**src/rtl/tinychip_pkg.sv**
```systemverilog
// TinyChip shared definitions.
// Used by fetch, control_decoder and controller.
package tinychip_pkg;

  localparam int INSTR_WIDTH = 9;
  localparam logic [INSTR_WIDTH-1:0] HALT_INSTR = 9'h1FF;

  typedef enum logic [2:0] {
    S_IDLE,
    S_REQ,
    S_CAPT,
    S_PRESENT,
    S_HALT
  } fetch_state_t;

endpackage

```
**src/rtl/branch_target_lut.sv**
```systemverilog
// Branch target table: absolute targets for 9-bit branches.
// One write port, one combinational read port.
module branch_target_lut #(
  parameter int PC_WIDTH  = 10,
  parameter int LUT_DEPTH = 16
) (
  input  logic                         clk,
  input  logic                         reset,
  input  logic                         we,
  input  logic [$clog2(LUT_DEPTH)-1:0] widx,
  input  logic [PC_WIDTH-1:0]          wdata,
  input  logic [$clog2(LUT_DEPTH)-1:0] ridx,
  output logic [PC_WIDTH-1:0]          rdata
);

  logic [PC_WIDTH-1:0] mem [LUT_DEPTH];

  // Entry storage; cleared on reset, written one entry per cycle.
  always_ff @(posedge clk or negedge reset) begin
    if (!reset) begin
      for (int i = 0; i < LUT_DEPTH; i++) begin
        mem[i] <= '0;
      end
    end else if (we) begin
      mem[widx] <= wdata;
    end
  end

  // Same-cycle write is not bypassed: readers see the old entry.
  assign rdata = mem[ridx];

endmodule

```
**src/rtl/instruction_fetch.sv**
```systemverilog
// TinyChip instruction fetch: PC, sync imem read, valid/ready
// presentation, LUT-based redirect and halt detection.
module instruction_fetch
  import tinychip_pkg::*;
#(
  parameter int                PC_WIDTH  = 10,
  parameter logic [PC_WIDTH-1:0] START_PC = '0,
  parameter int                LUT_DEPTH = 16
) (
  input  logic                         clk,
  input  logic                         reset,
  input  logic                         start,
  output logic [PC_WIDTH-1:0]          imem_addr,
  output logic                         imem_rd_en,
  input  logic [INSTR_WIDTH-1:0]       imem_rdata,
  output logic [INSTR_WIDTH-1:0]       instruction,
  output logic                         instr_valid,
  input  logic                         instr_ready,
  output logic [PC_WIDTH-1:0]          pc,
  input  logic                         branch_taken,
  input  logic [$clog2(LUT_DEPTH)-1:0] branch_sel,
  input  logic                         lut_we,
  input  logic [$clog2(LUT_DEPTH)-1:0] lut_idx,
  input  logic [PC_WIDTH-1:0]          lut_wdata,
  output logic                         done
);

  fetch_state_t                state, state_nxt;
  logic [PC_WIDTH-1:0]         pc_q, pc_nxt;
  logic [INSTR_WIDTH-1:0]      ir_q, ir_nxt;
  logic [PC_WIDTH-1:0]         target;

  branch_target_lut #(
    .PC_WIDTH  (PC_WIDTH),
    .LUT_DEPTH (LUT_DEPTH)
  ) u_lut (
    .clk   (clk),
    .reset (reset),
    .we    (lut_we),
    .widx  (lut_idx),
    .wdata (lut_wdata),
    .ridx  (branch_sel),
    .rdata (target)
  );

  // State, PC and instruction registers.
  always_ff @(posedge clk or negedge reset) begin
    if (!reset) begin
      state <= S_IDLE;
      pc_q  <= START_PC;
      ir_q  <= '0;
    end else begin
      state <= state_nxt;
      pc_q  <= pc_nxt;
      ir_q  <= ir_nxt;
    end
  end

  // Next state, next PC and instruction capture.
  always_comb begin
    state_nxt = state;
    pc_nxt    = pc_q;
    ir_nxt    = ir_q;
    unique case (state)
      S_IDLE, S_HALT: begin
        if (start) begin
          pc_nxt    = START_PC;
          state_nxt = S_REQ;
        end
      end
      S_REQ: begin
        state_nxt = S_CAPT;
      end
      S_CAPT: begin
        ir_nxt    = imem_rdata;
        state_nxt = (imem_rdata == HALT_INSTR) ? S_HALT
                                               : S_PRESENT;
      end
      S_PRESENT: begin
        if (instr_ready) begin
          pc_nxt    = branch_taken ? target : pc_q + 1'b1;
          state_nxt = S_REQ;
        end
      end
      default: begin
        state_nxt = S_IDLE;
      end
    endcase
  end

  assign imem_addr   = pc_q;
  assign pc          = pc_q;
  assign instruction = ir_q;
  assign imem_rd_en  = (state == S_REQ);
  assign instr_valid = (state == S_PRESENT);
  assign done        = (state == S_HALT);

endmodule

```
**config.mk**
```make
export PLATFORM = sky130hd
export DESIGN_NAME = instruction_fetch
export DESIGN_NICKNAME = d
export VERILOG_FILES = /design/src/rtl/tinychip_pkg.sv /design/src/rtl/branch_target_lut.sv /design/src/rtl/instruction_fetch.sv
export SDC_FILE = /design/constraint.sdc
export NUM_CORES = 1
export LEC_CHECK = 0
export CAP_MARGIN = 20
export CORE_UTILIZATION = 45
export DETAILED_ROUTE_END_ITERATION = 8
export PLACE_DENSITY_LB_ADDON = 0.1
export SYNTH_ARGS = -nofsm -noshare
export SYNTH_HDL_FRONTEND = slang
export SYNTH_SLANG_ARGS = --single-unit
```
**constraint.sdc**
```tcl
create_clock -name clk -period 2.62 [get_ports clk]
set_input_delay 0.786 -clock clk [delete_from_list [all_inputs] [get_ports clk]]
set_output_delay 0.786 -clock clk [all_outputs]
set_load 0.01 [all_outputs]
```
# ---- After elaboration in Yosys (flattened, before gate mapping)
# Index checks and enable logic that the tools add are counted.
dict set report totals {
  input_bits 33
  reg_bits 182
  elab_cells 52
  output_inout_bits 32
}
dict set report classes {
  bitwise 2
  reduce_logical 6
  addsub 1
  muxes 14
  n_lt_le_gt_ge 3
  n_eq_ne 7
}
# operator count
set op_table {}
lappend op_table {{bitwise mux 160 bit} 1}
lappend op_table {{2-to-1 mux 10 bit} 6}
lappend op_table {{binary-select mux 10 bit (select 4 bit)} 1}
lappend op_table {{demux 10 bit (select 4 bit)} 1}
lappend op_table {{one-hot mux 10 bit (2 select lines)} 1}
lappend op_table {{one-hot mux 3 bit (4 select lines)} 1}
lappend op_table {{adder 10 x 1 -> 10 bit (second input constant)} 1}
lappend op_table {{greater-or-equal comparator 5 bit (second input constant)} 2}
lappend op_table {{NOT 4 -> 5 bit} 2}
lappend op_table {{== test 9 bit (second input constant)} 1}
lappend op_table {{2-to-1 mux 3 bit} 3}
lappend op_table {{== test 3 x 2 -> 1 bit (second input constant)} 2}
lappend op_table {{< comparator 5 x 1 -> 1 bit (second input constant)} 1}
lappend op_table {{== test 3 x 1 -> 1 bit (second input constant)} 1}
lappend op_table {{== test 3 bit (second input constant)} 1}
lappend op_table {{logical NOT 3 bit} 1}
lappend op_table {{AND reduction 3 bit} 1}
lappend op_table {{!= test 2 x 1 -> 1 bit (second input constant)} 1}
lappend op_table {{!= test 2 bit (second input constant)} 1}
lappend op_table {{AND reduction 2 bit} 1}
lappend op_table {{nonzero test 2 bit} 1}
lappend op_table {{OR reduction 2 bit} 1}
lappend op_table {{logical AND 1 bit} 1}

# ---- Logic depth before layout (Yosys ltp)
# Gate-level depths: netlist of run 1.
dict set report depth {
  word_depth 7
  ltp_mapped 7
}

# ---- Cells and area by module
# From an unflattened synthesis of run 1, not the netlist that was laid out.
dict set report hier_totals {
  hier_cells 577
  area_unflattened_um2 8539.4
}
# module n_inst cells_each area_per_inst_um2
set by_module_without_submodules {}
lappend by_module_without_submodules {branch_target_lut 1 449 7285.7}
lappend by_module_without_submodules {instruction_fetch 1 128 1253.7}

# ---- Least setup slack after synthesis of run 1
# No wires, ideal clock.
dict set report synth_path {
  kind {input-to-reg}
  start {input branch_sel[0]}
  end {register pc_q[1], in the netlist imem_addr[1]}
  cell_stages 6
  arrival_ps 2163
  path_buffers 2
  slack_ps 333
  cell_sequence {buf_4 buf_2 mux4_2 nand3_1 a31oi_1 a211o_1}
}
dict set report synth_via {
  elab_chain_cells 7
}
# element line_no
set synth_rtl {}
lappend synth_rtl {{start: declaration} instruction_fetch.sv:21} ;# input logic [$clog2(LUT_DEPTH)-1:0] branch_sel,
lappend synth_rtl {{NOT 4 -> 5 bit (implied by the code)} branch_target_lut.sv:30} ;# assign rdata = mem[ridx];
lappend synth_rtl {{binary-select mux 10 bit (select 4 bit)} branch_target_lut.sv:30}
lappend synth_rtl {{2-to-1 mux 10 bit (implied by the code) (2 in series)} branch_target_lut.sv:30}
lappend synth_rtl {{2-to-1 mux 10 bit} instruction_fetch.sv:81} ;# pc_nxt = branch_taken ? target : pc_q + 1'b1;
lappend synth_rtl {{2-to-1 mux 10 bit} instruction_fetch.sv:80} ;# if (instr_ready) begin
lappend synth_rtl {{one-hot mux 10 bit (2 select lines)} instruction_fetch.sv:64} ;# unique case (state)
lappend synth_rtl {{end signal: assignment} instruction_fetch.sv:54} ;# pc_q <= pc_nxt;
lappend synth_rtl {{end: declaration} instruction_fetch.sv:29} ;# logic [PC_WIDTH-1:0] pc_q, pc_nxt;
# Every way passes these cells. The select of a mux whose other input is x is not followed.
# A chain may end at the register's enable or synchronous reset.

# ---- Worst setup path in the final report of run 1
dict set report layout_path {
  start {register state[2]}
  end {output instr_valid}
}
dict set report layout_via {
  elab_chain_cells 1
}
# element line_no
set layout_rtl {}
lappend layout_rtl {{start: declaration} instruction_fetch.sv:28} ;# fetch_state_t state, state_nxt;
lappend layout_rtl {{start signal: assignment} instruction_fetch.sv:53} ;# state <= state_nxt;
lappend layout_rtl {{== test 3 x 2 -> 1 bit} instruction_fetch.sv:95} ;# assign instr_valid = (state == S_PRESENT);
lappend layout_rtl {{end: declaration} instruction_fetch.sv:17} ;# output logic instr_valid,
# Every way passes these cells.

==> results of run 1 <==
==> worst reg2reg max path, delay by kind of cell (launching register included) <==
kind	cells	cell delay, ps
AOI/OAI and AO/OA	2	290
DFF	1	380
muxes	2	1050
==> layout by cell type, fill, tap and decap left out, types with 5 or more instances in the layout <==
cell / count
dfrtp_1: 181
mux2_1: 170
clkdlybuf4s50_1: 60
mux4_2: 36
buf_4: 31
clkbuf_16: 17
buf_12: 17
nand2_1: 14
mux2i_1: 13
nor2_2: 9
nor2_1: 8
nand3_1: 8
inv_1: 7
nor3_1: 7
nand2b_1: 6
nor2b_1: 5
==> final cells by class <==
| class | count | area, sq um | share of cell area (%) |
|---|---|---|---|
| well taps | 229 | 287 | 2.75 |
| clock inverters | 11 | 178 | 1.70 |
| inverters | 7 | 26.3 | 0.252 |
| flip-flops and latches | 182 | 4560 | 43.7 |
| clock buffers | 19 | 443 | 4.25 |
| multi-input cells | 348 | 3730 | 35.8 |
| repair buffers | 112 | 1210 | 11.6 |
==> layer usage <==
| metal | global-route usage [%] | wire length [microns] |
|---|---|---|
| met5 | 0 | 0 |
| met4 | 6.59 | 243 |
| met3 | 4.61 | 999 |
| met2 | 38.1 | 9920 |
| met1 | 31.2 | 9320 |
==> through the flow <==
step	area, sq um	util, %	cells	hold WS (ps)
global route	10400	57.0	908	297
floorplan	8520	-	579	449
CTS	10400	57.0	908	281
finish	10400	57.0	908	276
global placement	9790	53.6	878	461
detailed placement	9790	53.6	878	469
==> where the power goes <==
group,total [mW],internal (mW),switching [mW]
clock,2.68,1.62,1.07
sequential,4.00,3.54,0.465
combinational,2.12,1.26,0.859
==> flip-flops by register name, summed over array words and instances (netlist names) <==
| register | count |
|---|---|
| state | 3 |
| instruction | 9 |
| u_lut.mem | 160 |
| imem_addr | 10 |
==> worst paths after layout <==
kind                                           start                          to  slack [ps]  cells after the start
setup / recovery                state[2]$_DFFE_PN0P_                 instr_valid         100                      3
hold / removal                                 reset  instruction[3]$_DFFE_PN0N_         280                      1
setup reg to reg           u_lut.mem[87]$_DFFE_PN0P_    imem_addr[7]$_DFFE_PN0P_         790                      4
hold reg to reg            u_lut.mem[20]$_DFFE_PN0P_   u_lut.mem[20]$_DFFE_PN0P_         480                      1
max in group asynchronous                      reset        state[0]$_DFFE_PN0P_        1650                      2
min in group clk           u_lut.mem[20]$_DFFE_PN0P_   u_lut.mem[20]$_DFFE_PN0P_         480                      1
==> repair_timing <==
item | 4_1_cts | 5_1_grt
endpoints found under the setup margin | 1 | 3
gates resized for setup | 1 | 4
gates cloned | 0 | 0
==> cell families (layout without fill, tap and decap cells) <==
group	after synthesis	count (layout)
AO/OA/AOI/OAI	40	40
adder cells (fa/ha/maj)	1	1
buffers and inverters	49	149
flip-flops	182	182
multiplexers	224	224
AND/OR/NAND/NOR	83	83
==> metrics.yaml, run 1 <==
grt_pass1_wl_microns: 33300
ys_async_sr_fraction_pct: 100
cts_made_buffers: 17
preCtsSetupSlack_ps: -67.9
synth_common_cells: "dfrtp_1, mux2_1, mux4_2"
grt-ovfl-total: 0
clock_skew_ps: 10.9
ir_worst_vdd_mv: 0.437
p_per_area_nw_per_um2: 845
die_height_microns: 140
max_freq_mhz: 397
timing.slew.headroom_pct: 59.4
initial_core_util_pct: 46.6
maxSlewViolCount: 0
cts_tree: "yes"
synth_fa_ha_area_share_pct: 0.147
worstPathCellList: "nor2b_4 > and2_1 > clkdlybuf4s50_1"
fin_total_pwr_mw: 8.81
wl_per_cell_microns: 22.6
timing.critical_path.slowest_stage_cell: "clkdlybuf4s50_1"
setup_ws_ps: 101
cp-end-kind: "output port"
hpwl_microns: 13800
io_buffers: 64
synthMuxAreaShare_pct: 34.7
cts-hold-fix-buffers: 0
die_w_microns: 140
critPathTopFamily: "buffers and inverters"
antenna_found_initial: 0
synth_edf_count: 0
grt_pass1_vias: 5728
synthXorXnorAreaFrac_pct: 0
synth_top_family_by_area: "multiplexers"
first_iter_violations: 268
core_area_sq_um: 18300
diodes: 0
drcViolationCount: 0
num_vias: 5330
synthSimpleGateAreaFrac_pct: 5.36
synth_top_flop_cell: "dfrtp_1"
cts_root_buffer: "clkbuf_16"
clkTransAtPathRegs_ps: 70
final.fill_count: 1462
cp.required_ps: 1830
status: "finished, final reports clean"
clk_latency_ps: 430
syn_area_per_cell_sq_um: 14.7
start_kind: "register"
post_cts_buffers: 0
path_class: "register to output port"
synth_compound_area_share_pct: 3.41
rsz0062_at_grt: "false"
p_leak_nw: 4.48
via_per_inst: 5.87
grtUsageTotal_pct: 23.1
ant_nets: 0
syn_area_sq_um: 8520
postSynthCellCount: 579
firstDrtPassIters: 4
maxCapViolCount: 0
synthMostInstantiatedCell: "dfrtp_1"
synth_nets: 613
clock-sinks: 182
num_io_pins: 65
die_area_sq_um: 19500
hold_class: "input pin to async pin"
final-setup-viol-count: 0
row_count: 49
place.gp.congestion: 0.844
drive_gt1_share_pct: 19.0
synth_warnings: 0
fin_nets: 702
finalCritPeriodShare_pct: 96.1
grt_start_max_net_pins: 52
synth_top_area_share_pct: 53.5
slowest_delay_ps: 530
routed_wl_microns: 20500
htreeDepth: 4
tns_ps: 0
yosys.area.top_type: "dfrtp_1"
synthTopCellsByArea: "dfrtp_1, mux2_1, mux4_2"
period_needed_ps: 2520
tightest_slew_ps: 608
synth_seq_cells: 182
crit_arrival_ps: 1730
critPathMaxFanout: 6
area_growth_pct: 22.3
yosysSeqAreaShare_pct: 53.5
cts_buffer_depth: 2
hold_violations: 0
synth.distinct_cells: 54
cp_num_buf_inv: 1
Note: power is estimated with default switching activity, not from simulation.
==> run 2: changes to the inputs <==
- REMOVE_ABC_BUFFERS: default -> 1
==> metrics.yaml, run 2 (same netlist as run 1, synthesis figures left out) <==
status: "finished, final reports clean"
clock-sinks: 182  # unchanged
cts_tree: "yes"
num_vias: 5281  # -0.92%
initial_core_util_pct: 46.6  # unchanged
grt-ovfl-total: 0  # unchanged
place.gp.congestion: 0.791  # -6.3%
fin_total_pwr_mw: 8.84  # +0.36%
io_buffers: 64  # unchanged
p_per_area_nw_per_um2: 849  # +0.50%
diodes: 0  # unchanged
max_freq_mhz: 390  # -1.7%
grt_pass1_vias: 5532  # -3.4%
final_cell_mix: "dfrtp_1, mux2_1, clkdlybuf4s50_1"
clkTransAtPathRegs_ps: 70  # about the same
via_per_inst: 5.84  # -0.48%
ir_worst_vdd_mv: 0.454  # +4.0%
final-setup-viol-count: 0  # unchanged
period_needed_ps: 2560  # +44.2 ps
maxCapViolCount: 0  # unchanged
num_io_pins: 65  # unchanged
post_cts_buffers: 0  # unchanged
die_w_microns: 140  # unchanged
cts_root_buffer: "clkbuf_16"
setup.worst_path.start: "state[1]$_DFFE_PN0P_"
reg2reg_slack_ps: 790  # about the same
area_growth_pct: 22.2
hold_violations: 0  # unchanged
clk_latency_ps: 430  # about the same
tightest_slew_ps: 569  # -39.7 ps
core_area_sq_um: 18300  # unchanged
htreeDepth: 4  # unchanged
rsz0062_at_grt: "true"
timing.slew.headroom_pct: 62.0  # +2.5 points
first_iter_violations: 284  # +6.0%
hpwl_microns: 13700  # about the same
wl_per_cell_microns: 23.0  # +2.0%
tns_ps: 0  # unchanged
finalCritPeriodShare_pct: 97.8  # +1.7 points
crit_arrival_ps: 1780  # +50 ps
cp-end-kind: "output port"
antenna_found_initial: 0  # unchanged
reg2reg_depth: 5  # +1
start_kind: "register"
placed_area_sq_um: 9770  # -0.20%
firstDrtPassIters: 4  # unchanged
final.fill_count: 1446  # -1.1%
path_class: "register to output port"
cts_made_buffers: 17  # unchanged
clock_skew_ps: 12.7  # +1.84 ps
maxSlewViolCount: 0  # unchanged
place_inst: 872  # -0.68%
routed_wl_microns: 20800  # +1.5%
hold_class: "input pin to async pin"
die_area_sq_um: 19500  # unchanged
largest_reg_flops: 160  # unchanged
fin_nets: 696  # -0.85%
die_height_microns: 140  # unchanged
cts_buffer_depth: 2  # unchanged
p_leak_nw: 4.49  # +0.12%
top_register: "u_lut.mem"
drcViolationCount: 0  # unchanged
crit_end: "done"
grt_start_max_net_pins: 55  # +5.8%
drive_gt1_share_pct: 18.4  # -0.63 points
ant_nets: 0  # unchanged
r2r-start: "state[2]$_DFFE_PN0P_"
r2r-end: "imem_addr[4]$_DFFE_PN0P_"
grtUsageTotal_pct: 23.3  # +0.18 points
final_common_cell: "dfrtp_1"
grt_pass1_wl_microns: 33200  # -0.27%
row_count: 49  # unchanged
cts-hold-fix-buffers: 0  # unchanged
final_cell_count_no_fill: 904  # -0.44%
fin_area_sq_um: 10400  # -0.13%
critPathMaxFanout: 6  # unchanged
cp.required_ps: 1830  # about the same
run 2: cell count changes in the layout (fill, tap and decap cells not counted), moves of 2 or more:
cell        delta
clkinv_2       +3
buf_12         +2
buf_4          -8
clkinvlp_4     -3
inv_6          +4
run 2: how the worst min path moves through the flow:
stage	startpoint	endpoint	slack, ps	cells past startpoint
after floorplan	u_lut.mem[107]$_DFFE_PN0P_	u_lut.mem[107]$_DFFE_PN0P_	450	1
after global placement	u_lut.mem[0]$_DFFE_PN0P_	u_lut.mem[0]$_DFFE_PN0P_	460	1
after detailed placement	u_lut.mem[38]$_DFFE_PN0P_	u_lut.mem[38]$_DFFE_PN0P_	470	1
after CTS	reset	u_lut.mem[49]$_DFFE_PN0P_	340	1
after global routing	reset	u_lut.mem[49]$_DFFE_PN0P_	360	1
final	reset	u_lut.mem[49]$_DFFE_PN0P_	330	1
run 2: power by group:
group	internal, mW	total, mW	switching (mW)
clock network	1.64	2.75	1.11
registers	3.54	4.00	0.466
logic	1.24	2.09	0.856
run 2: critical path, cell delays in order (launching register included):
cell and delay, ps:
dfrtp_1 430, nor2_1 240, and2_1 160, clkdlybuf4s50_1 530
run 2: per-stage QoR:
step	hold WS [ps]	setup WS, ps	util (%)
2_1_floorplan	449	483	-
3_3_place_gp	461	-32.2	53.5
6_report	331	57.2	57.0
4_1_cts	341	38.7	57.0
3_5_place_dp	471	-61.0	53.5
5_1_grt	356	-29.9	57.0
run 2: final cells by class:
| class | instances | area [sq um] | area share [%] |
|---|---|---|---|
| clock inverter | 14 | 196 | 1.89 |
| multi-input combinational | 348 | 3720 | 35.7 |
| inverter | 7 | 26.3 | 0.252 |
| clock buffer | 18 | 439 | 4.22 |
| timing repair buffer | 106 | 1190 | 11.4 |
| tap | 229 | 287 | 2.75 |
| sequential | 182 | 4550 | 43.8 |
run 2: routing by layer:
metal | track usage (%) | share of wire, % | up-vias
li1 | - | - | 2338
met1 | 31.8 | 46 | 2788
met3 | 4.34 | 3.8 | 18
met2 | 38.0 | 49 | 137
met5 | 0 | 0 | -
met4 | 7.17 | 1.3 | 0
run 2: repair_timing:
action / 4_1_cts / 5_1_grt
pin swaps: 0 / 0
endpoints found under the setup margin: 1 / 3
hold endpoints to repair: 0 / 0
resized for setup: 1 / 1
